**src/rtl/step_input_conditioner.sv**
```systemverilog
`default_nettype none
// ============================================================================
// Module  : step_input_conditioner
// Purpose : Synchronises, debounces and auto-repeats a step push-button,
//           producing one-cycle count-enable pulses with a latched direction.
// Rev     : 1.0  initial release
// ============================================================================
module step_input_conditioner #(
    parameter int DEBOUNCE_CYCLES = 4,
    parameter int REPEAT_DELAY    = 16,
    parameter int REPEAT_PERIOD   = 8
) (
    input  logic clk,
    input  logic reset,
    input  logic btn_raw,
    input  logic dir_raw,
    output logic step,
    output logic dir,
    output logic held
);

    localparam int MAX_AB = (DEBOUNCE_CYCLES > REPEAT_DELAY) ? DEBOUNCE_CYCLES : REPEAT_DELAY;
    localparam int MAX_P  = (MAX_AB > REPEAT_PERIOD) ? MAX_AB : REPEAT_PERIOD;
    localparam int CNT_W  = $clog2(MAX_P) + 1;

    // The cycle in which the previous state first sees the new btn_s level
    // counts toward the debounce window, hence the -2 rather than -1.
    localparam logic [CNT_W-1:0] DB_LOAD     = CNT_W'(DEBOUNCE_CYCLES - 2);
    localparam logic [CNT_W-1:0] DELAY_LOAD  = CNT_W'(REPEAT_DELAY - 1);
    localparam logic [CNT_W-1:0] PERIOD_LOAD = CNT_W'(REPEAT_PERIOD - 1);
    localparam logic [CNT_W-1:0] CNT_ONE     = CNT_W'(1);

    typedef enum logic [2:0] {
        IDLE       = 3'd0,
        PRESS_DB   = 3'd1,
        PRESSED    = 3'd2,
        REPEAT     = 3'd3,
        RELEASE_DB = 3'd4
    } state_t;

    state_t           state_q, state_d;
    logic [CNT_W-1:0] cnt_q, cnt_d;
    logic             btn_meta_q, btn_meta_d;
    logic             btn_s_q, btn_s_d;
    logic             dir_meta_q, dir_meta_d;
    logic             dir_s_q, dir_s_d;
    logic             step_q, step_d;
    logic             dir_q, dir_d;
    logic             held_q, held_d;

    always_ff @(posedge clk or posedge reset) begin
        if (reset) begin
            state_q    <= IDLE;
            cnt_q      <= '0;
            btn_meta_q <= 1'b0;
            btn_s_q    <= 1'b0;
            dir_meta_q <= 1'b0;
            dir_s_q    <= 1'b0;
            step_q     <= 1'b0;
            dir_q      <= 1'b0;
            held_q     <= 1'b0;
        end else begin
            state_q    <= state_d;
            cnt_q      <= cnt_d;
            btn_meta_q <= btn_meta_d;
            btn_s_q    <= btn_s_d;
            dir_meta_q <= dir_meta_d;
            dir_s_q    <= dir_s_d;
            step_q     <= step_d;
            dir_q      <= dir_d;
            held_q     <= held_d;
        end
    end

    always_comb begin
        btn_meta_d = btn_raw;
        btn_s_d    = btn_meta_q;
        dir_meta_d = dir_raw;
        dir_s_d    = dir_meta_q;
        state_d    = state_q;
        cnt_d      = cnt_q;
        step_d     = 1'b0;

        case (state_q)
            IDLE: begin
                if (btn_s_q) begin
                    state_d = PRESS_DB;
                    cnt_d   = DB_LOAD;
                end
            end
            PRESS_DB: begin
                if (!btn_s_q) begin
                    state_d = IDLE;
                    cnt_d   = '0;
                end else if (cnt_q == '0) begin
                    state_d = PRESSED;
                    cnt_d   = DELAY_LOAD;
                    step_d  = 1'b1;
                end else begin
                    cnt_d = cnt_q - CNT_ONE;
                end
            end
            PRESSED: begin
                if (!btn_s_q) begin
                    state_d = RELEASE_DB;
                    cnt_d   = DB_LOAD;
                end else if (cnt_q == '0) begin
                    state_d = REPEAT;
                    cnt_d   = PERIOD_LOAD;
                    step_d  = 1'b1;
                end else begin
                    cnt_d = cnt_q - CNT_ONE;
                end
            end
            REPEAT: begin
                if (!btn_s_q) begin
                    state_d = RELEASE_DB;
                    cnt_d   = DB_LOAD;
                end else if (cnt_q == '0) begin
                    cnt_d  = PERIOD_LOAD;
                    step_d = 1'b1;
                end else begin
                    cnt_d = cnt_q - CNT_ONE;
                end
            end
            RELEASE_DB: begin
                // A bounce back to pressed re-arms the repeat delay without stepping.
                if (btn_s_q) begin
                    state_d = PRESSED;
                    cnt_d   = DELAY_LOAD;
                end else if (cnt_q == '0) begin
                    state_d = IDLE;
                    cnt_d   = '0;
                end else begin
                    cnt_d = cnt_q - CNT_ONE;
                end
            end
            default: begin
                state_d = IDLE;
                cnt_d   = '0;
            end
        endcase

        dir_d  = step_d ? dir_s_q : dir_q;
        held_d = (state_d == PRESSED) || (state_d == REPEAT) || (state_d == RELEASE_DB);
    end

    assign step = step_q;
    assign dir  = dir_q;
    assign held = held_q;

endmodule
`default_nettype wire

```
**config.mk**
```make
export PLATFORM = sky130hd
export DESIGN_NAME = step_input_conditioner
export DESIGN_NICKNAME = d
export VERILOG_FILES = /design/src/rtl/step_input_conditioner.sv
export SDC_FILE = /design/constraint.sdc
export NUM_CORES = 1
export LEC_CHECK = 0
export CORE_UTILIZATION = 31
export DETAILED_ROUTE_END_ITERATION = 8
export GPL_TIMING_DRIVEN = 0
export PLACE_DENSITY = 0.58
export SLEW_MARGIN = 30
export SYNTH_ARGS = -nofsm -noshare
export SYNTH_HDL_FRONTEND = slang
export SYNTH_SLANG_ARGS = --single-unit
```
**constraint.sdc**
```tcl
create_clock -name clk -period 2.7 [get_ports clk]
set_input_delay 0.54 -clock clk [delete_from_list [all_inputs] [get_ports clk]]
set_output_delay 0.54 -clock clk [all_outputs]
set_load 0.005 [all_outputs]
```
Word level (Yosys, flattened, before mapping)
Cells that the tools add are included.

Bits in registers: 15. Input port bits: 4. Output and inout port bits: 3. Logic and storage cells: 44.

$add $sub $neg: 1. Equal/unequal tests: 8. Mux-type cells: 20. Reductions and logical operators: 6.

Operators by type and width (count): 5-bit two-way mux (7); 3-bit two-way mux (8); 5-bit case mux with 4 select lines (1); 3-bit case mux with 5 select lines (1); 3-bit by 2-bit == test with 1-bit output, second input constant (4); 3-bit == test, second input constant (2); 5-bit zero test (1); 5-bit by 1-bit subtractor with 5-bit output, second input constant (1); 3-bit by 1-bit == test with 1-bit output, second input constant (1); 3-bit zero test (1); 1-bit two-way mux (3); 3-bit OR reduction (1); 1-bit logical OR (2); 2-bit inequality test, second input constant (1); 2-bit OR reduction (1).

Logic depth before layout (Yosys ltp)
Gate-level depths: netlist (run 1).

Word-level depth: 7. Gate-level depth with buffers: 6. Gate-level depth less buffers: 5.

Least setup slack after synthesis (run 1)
Ideal clock, no wire load.

Kind: register -> register. From: register cnt_q[0]. To: register cnt_q[3]. Data arrival time: 1.791 ns. Data required time: 2.596 ns. Setup slack: 0.806 ns. Cell stages (with the launch flop): 7. Path through: dfrtp_1 > inv_1 > ha_1 > or4b_1 > clkbuf_2 > or4_1 > o311ai_1.

Word-level cells in the longest chain between the ends: 4. Elaborated cells on any way between the ends: 9. Classes of those cells: add/sub: 1; mux: 7; reduce/logical: 1.

RTL lines: start: declaration (line 42) `logic [CNT_W-1:0] cnt_q, cnt_d;`; start signal: assignment (line 64) `cnt_q <= cnt_d;`; 5-bit by 1-bit subtractor with 5-bit output / 5-bit zero test (equally long branches); 5-bit two-way mux (on tied branches); 5-bit two-way mux (on tied branches) (line 128, 116, 92); 5-bit case mux with 4 select lines * (line 84) `case (state_q)`.

Every way passes the cells marked *; elsewhere a longest branch is shown, timed or not. A chain may end at the register's enable or synchronous reset.

Final worst setup path (run 1)
Same ends and word-level chain as after synthesis.

==> results of run 1 <==
[synthesized netlist by cell type (2+ instances only)]
cell type | instances | area, µm²
sky130_fd_sc_hd__nand2_1 | 2 | 7.51
sky130_fd_sc_hd__nor2_1 | 4 | 15.0
sky130_fd_sc_hd__a211oi_1 | 2 | 15.0
sky130_fd_sc_hd__clkbuf_1 | 3 | 11.3
sky130_fd_sc_hd__dfrtp_1 | 15 | 375
sky130_fd_sc_hd__nor3_1 | 3 | 15.0
sky130_fd_sc_hd__a21oi_1 | 3 | 15.0
sky130_fd_sc_hd__o21ai_0 | 5 | 25.0
sky130_fd_sc_hd__nand2b_1 | 2 | 12.5
sky130_fd_sc_hd__nor3b_1 | 4 | 30.0
sky130_fd_sc_hd__inv_1 | 5 | 18.8
[registers in the layout (all words and copies together), names as in the netlist]
| name | count |
|---|---|
| cnt_q | 5 |
| state_q | 3 |
| btn_meta_q | 1 |
| btn_s_q | 1 |
| dir | 1 |
| dir_meta_q | 1 |
| dir_s_q | 1 |
| held | 1 |
| step | 1 |
[final timing paths]
kind	start	endpoint	slack [ns]	cells past startpoint
setup / recovery	cnt_q[0]	cnt_q[3]	0.61	6
min in group asynchronous	reset	state_q[1]	0.59	2
setup reg to reg	cnt_q[0]	cnt_q[3]	0.61	6
hold / removal	btn_meta_q	btn_s_q	0.36	0
max in group asynchronous	reset	dir_meta_q	1.75	2
hold reg to reg	btn_meta_q	btn_s_q	0.36	0
[metal layers]
metal / share of wire / GRT usage
met4: 0.026 / 0.0811
met1: 0.47 / 0.172
met3: 0.043 / 0.0268
met2: 0.46 / 0.206
met5: 0 / 0
[cell families after synthesis]
kind of cell / count (synthesis) / share of synthesized area
fa+ha+maj: 1 / 0.0166
compound gates: 23 / 0.219
simple gates: 23 / 0.187
buf+inv: 10 / 0.0531
xor+xnor: 1 / 0.0116
mux: 1 / 0.0149
flops: 15 / 0.498
[report_power, final]
part           switching (mW)  internal (mW)  leakage [nW]
Combinational           0.218          0.189         0.158
Sequential             0.0372          0.279         0.190
Clock                  0.0813         0.0565        0.0139
[area by class of cell]
class	instances	area, µm²
clock inverter	1	7.51
buffer	5	21.3
inverter	5	18.8
clock buffer	3	22.5
multi-input combinational	49	345
timing repair buffer	6	60.1
fill	249	1370
tap	28	35.0
sequential	15	375
[through the flow]
| step | area [µm²] | worst slack (ns) | instances | util |
|---|---|---|---|---|
| after floorplan | 754 | 0.806 | 74 | - |
| after global placement | 850 | 0.477 | 108 | 0.377 |
| after detailed placement | 856 | 0.650 | 108 | 0.380 |
| after CTS | 886 | 0.618 | 112 | 0.393 |
| after global routing | 886 | 0.476 | 112 | 0.393 |
| final | 886 | 0.614 | 112 | 0.393 |
==> flow_summary.json, run 1 <==
{
  "outcome": "finished clean",
  "finish.net_count": 90,
  "htree_num_levels": 1,
  "most-common-layout-cells": "15 x sky130_fd_sc_hd__dfrtp_1, 6 x sky130_fd_sc_hd__clkdlybuf4s50_1, 5 x sky130_fd_sc_hd__inv_1, 5 x sky130_fd_sc_hd__o21ai_0",
  "vias": 608,
  "core-area_um2": 2250,
  "insertedDiodeCount": 0,
  "period_minus_slack_ns": 2.09,
  "crit_path_top_delay_cell": "sky130_fd_sc_hd__or4_1",
  "die_boundary_height_um": 51.3,
  "synth_seq_area_share": 0.498,
  "worst_skew_pair.late_latency_ns": 0.29,
  "crit_path_start_kind": "register",
  "cts_sinks": 15,
  "worstPathRequired_ns": 2.90,
  "postSynthNetCount": 79,
  "via_per_inst": 5.43,
  "cts.path.max_buffers": 2,
  "postSynth.asyncResetShare": 1.00,
  "yosysWarningCount": 0,
  "final_antenna_net_count": 0,
  "critical_path.cell_chain": "inv_1 -> ha_1 -> or4b_1 -> clkbuf_2 -> or4_1 -> o311ai_1",
  "slowest_stage_delay_cp_ns": 0.52,
  "holdBufCountCts": 0,
  "grt_max_degree": 16,
  "tritoncts": "built",
  "syn_to_final_growth_pct": 17.4,
  "tightest_slew_ns": 0.722,
  "average_cell_area_after_synthesis_um2": 10.2,
  "layout_commonest_cell": "sky130_fd_sc_hd__dfrtp_1",
  "worstHoldPathType": "reg2reg",
  "cp.buffers_inverters": 2,
  "yosys.cell_types.count": 37,
  "rows": 17,
  "max_freq_mhz": 479,
  "post-route-period-util": 0.773,
  "post_cts_buffers": 0,
  "first_iter_violations": 16,
  "max-slew-margin-rel": 0.518,
  "peak_fanout_along_the_critical_path": 7,
  "antenna_violations_before_repair": 0,
  "worst-setup-path-type": "reg2reg",
  "critical_path.top_delay_family": "simple AND/OR/NAND/NOR gates",
  "whs_ns": 0.356,
  "die-area_um2": 2640,
  "clk_pin_slew_ns": 0.10,
  "grt_pass1_vias": 570,
  "routed_wirelength_um": 1500,
  "ys.flop_type": "sky130_fd_sc_hd__dfrtp_1",
  "first_pass_iters": 4,
  "post_synth_instance_area_um2": 754,
  "place.detailed.hpwl_um": 1050,
  "ctsResizeCount": 0,
  "total_of_max_cap_violations": 0,
  "synth_cells": 74,
  "avgRoutedWirePerCell_um": 13.4,
  "grtUsageTotal": 0.134,
  "critical_path_arrival_ns": 2.28,
  "postSynthRegisterBits": 15,
  "grt_pass1_wl_um": 2550,
  "clock-root-buffer": "sky130_fd_sc_hd__clkbuf_4",
  "fin_worst_skew_ns": 0.000804,
  "report.final.slew_viol_count": 0,
  "rsz0062_at_grt": "no",
  "io_pins": 7,
  "fin_total_pwr_mw": 0.861,
  "drc": 0,
  "power_density_nw_per_um2": 972,
  "io_buffers": 6,
  "finalSetupTns_ns": 0,
  "nature_of_the_critical_path_endpoint": "register",
  "die_w_um": 51.3,
  "synth_edf_count": 0,
  "finalWeightedCongestion": 0.778,
  "timing.final.hold_violations": 0,
  "max-vdd-ir-drop_v": 0.000479,
  "p_leak_nw": 0.362,
  "post_route_cells_drive_above_1_share": 0.155,
  "finalSetupViolCount": 0,
  "floorplan.initialDensity": 0.335,
  "numCtsBuffers": 3,
  "globalRoute.totalOverflow": 0
}
Power figures use the tool's default switching activity.
==> run 2, diff against run 1 <==
Settings changed: PLACE_DENSITY 0.58 to 0.6.
Clock period 2.7 ns to 1.75 ns, I/O delays scaled along.
==> run 2 against run 1 <==
The run now ends with setup timing left. Flip-flop and latch count stayed put. Cell area up 7.8%. Critical path depth shrank 1. Final cell count grew 3.6%. Sequential power increased by 57%. Via count rose by 3.6%. Hold slack got worse by 0.0026 ns. Routed wire length is 4.0% higher. Clock power up 41%. Register-to-register slack got worse by 0.64 ns. First-iteration DRC count fell by 13%. Critical endpoint unchanged. Highest routed layer unchanged.
==> flow_summary.json, run 2 (synthesized netlist as in run 1, its figures left out) <==
{
  "outcome": "complete, but fails checks",
  "violations_in_the_final_reports": "setup timing",
  "groute.layer.met3.usage": 0.0536,
  "gr-usage-met1": 0.179,
  "switching_portion_of_total_power": 0.376,
  "routed_wirelength_um": 1560,
  "fin_ws_ns": -0.0262,
  "nature_of_the_critical_path_endpoint": "register",
  "htree_num_levels": 1,
  "tritoncts": "built",
  "regMostFlops": "cnt_q",
  "total_of_max_cap_violations": 0,
  "period_minus_slack_ns": 1.78,
  "insertedDiodeCount": 0,
  "cts.path.max_buffers": 2,
  "power_density_nw_per_um2": 1520,
  "power_frac_comb": 0.524,
  "fin_total_pwr_mw": 1.45,
  "netSwitchingPower_mw": 0.547,
  "setup.reg_to_reg.worst_slack_ns": -0.03,
  "finalSetupViolCount": 1,
  "most-common-layout-cells": "15 x sky130_fd_sc_hd__dfrtp_1, 6 x sky130_fd_sc_hd__clkdlybuf4s50_1, 5 x sky130_fd_sc_hd__o21ai_0, 5 x sky130_fd_sc_hd__buf_4",
  "grtUsageTotal": 0.140,
  "globalRoute.totalOverflow": 0,
  "tightest_slew_ns": 0.563,
  "timing.final.hold_violations": 0,
  "first_pass_iters": 4,
  "io_buffers": 6,
  "cts_sinks": 15,
  "first_iter_violations": 14,
  "avgRoutedWirePerCell_um": 13.4,
  "rsz0062_at_grt": "yes",
  "sequentialPowerShare": 0.343,
  "layout_commonest_cell": "sky130_fd_sc_hd__dfrtp_1",
  "clock-root-buffer": "sky130_fd_sc_hd__clkbuf_4",
  "die-area_um2": 2640,
  "grt_max_degree": 16,
  "vias": 630,
  "final_cells": 116,
  "peak_fanout_along_the_critical_path": 7,
  "floorplan.initialDensity": 0.335,
  "largest_registers": "cnt_q x5, state_q x3",
  "largest_reg_flops": 5,
  "fin_worst_skew_ns": 0.00110,
  "worst-setup-path-type": "reg2reg",
  "drc": 0,
  "rows": 17,
  "finalWeightedCongestion": 0.800,
  "via_per_inst": 5.43,
  "clk_pin_slew_ns": 0.08,
  "worst_skew_pair.late_latency_ns": 0.28,
  "globalRoute.busiestLayer": "met2",
  "max-slew-margin-rel": 0.624,
  "critical_path_arrival_ns": 1.96,
  "syn_to_final_growth_pct": 26.5,
  "worstPathRequired_ns": 1.94,
  "post-route-period-util": 1.01,
  "max_freq_mhz": 563,
  "grt_pass1_wl_um": 2650,
  "place.detailed.hpwl_um": 1050,
  "numPlacedInstances": 108,
  "p_leak_nw": 0.396,
  "die_w_um": 51.3,
  "antenna_violations_before_repair": 0,
  "io_pins": 7,
  "report.final.slew_viol_count": 0,
  "crit_path_start_kind": "register",
  "final_antenna_net_count": 0,
  "grt_use_met2": 0.204,
  "cell_internal_pwr_mw": 0.907,
  "die_boundary_height_um": 51.3,
  "core-area_um2": 2250,
  "holdBufCountCts": 0,
  "max-vdd-ir-drop_v": 0.000819,
  "grt_pass1_vias": 588,
  "numCtsBuffers": 3,
  "finish.net_count": 94,
  "post_route_cells_drive_above_1_share": 0.239,
  "share_clk_of_total_power": 0.134,
  "worstHoldPathType": "reg2reg"
}
## run 2: worst max-delay path, cell delays in order (launching register included)
cell	delay, ns
sky130_fd_sc_hd__dfrtp_1	0.40
sky130_fd_sc_hd__inv_2	0.09
sky130_fd_sc_hd__ha_4	0.13
sky130_fd_sc_hd__or4b_4	0.53
sky130_fd_sc_hd__or4_1	0.43
sky130_fd_sc_hd__o311ai_1	0.10
## run 2: worst paths after layout
path                            startpoint  endpoint  cells past startpoint
worst max-delay path              cnt_q[1]  cnt_q[3]                      5
worst min-delay path            dir_meta_q   dir_s_q                      0
worst max register to register    cnt_q[1]  cnt_q[3]                      5
worst min register to register  dir_meta_q   dir_s_q                      0
max in group asynchronous            reset      step                      2
min in group asynchronous            reset   dir_s_q                      2
## run 2: repair_timing
item | CTS | global route
hold endpoints to repair | 0 | 0
endpoints found under the setup margin | 4 | 8
gates resized for setup | 1 | 2
setup buffers | 2 | 3
pin swaps | 0 | 0
## run 2: cell type report
cell class	count	area, µm²
Fill cell	230	1300
Inverter	5	18.8
Multi-Input combinational cell	49	385
Sequential cell	15	375
Buffer	4	16.3
Timing Repair Buffer	11	97.6
Clock buffer	4	26.3
Tap cell	28	35.0
## run 2: metrics by stage
step / cell area, µm² / hold slack (ns) / TNS (ns) / setup WS [ns] / utilization
5_1_grt: 955 / 0.373 / -0.134 / -0.0820 / 0.423
2_1_floorplan: 786 / 0.251 / -0.00676 / -0.00676 / -
4_1_cts: 918 / 0.360 / -0.0553 / -0.0444 / 0.407
3_3_place_gp: 881 / 0.332 / -1.68 / -0.389 / 0.391
3_5_place_dp: 887 / 0.338 / -0.209 / -0.106 / 0.393
6_report: 955 / 0.354 / -0.0262 / -0.0262 / 0.423
## run 2: power by group through the flow
stage | sequential [mW] | clock, mW | combinational [mW]
finish | 0.498 | 0.194 | 0.761
global route | 0.508 | 0.222 | 0.841
CTS | 0.492 | 0.206 | 0.709
detailed placement | 0.501 | 0 | 0.692
global placement | 0.498 | 0 | 0.678
floorplan | 0.487 | 0 | 0.523
## run 2: per-layer routing
layer / share of wire / vias to the layer above
li1: - / 305
met1: 0.47 / 308
met2: 0.47 / 13
met3: 0.042 / 4
met4: 0.015 / 0
met5: 0 / -
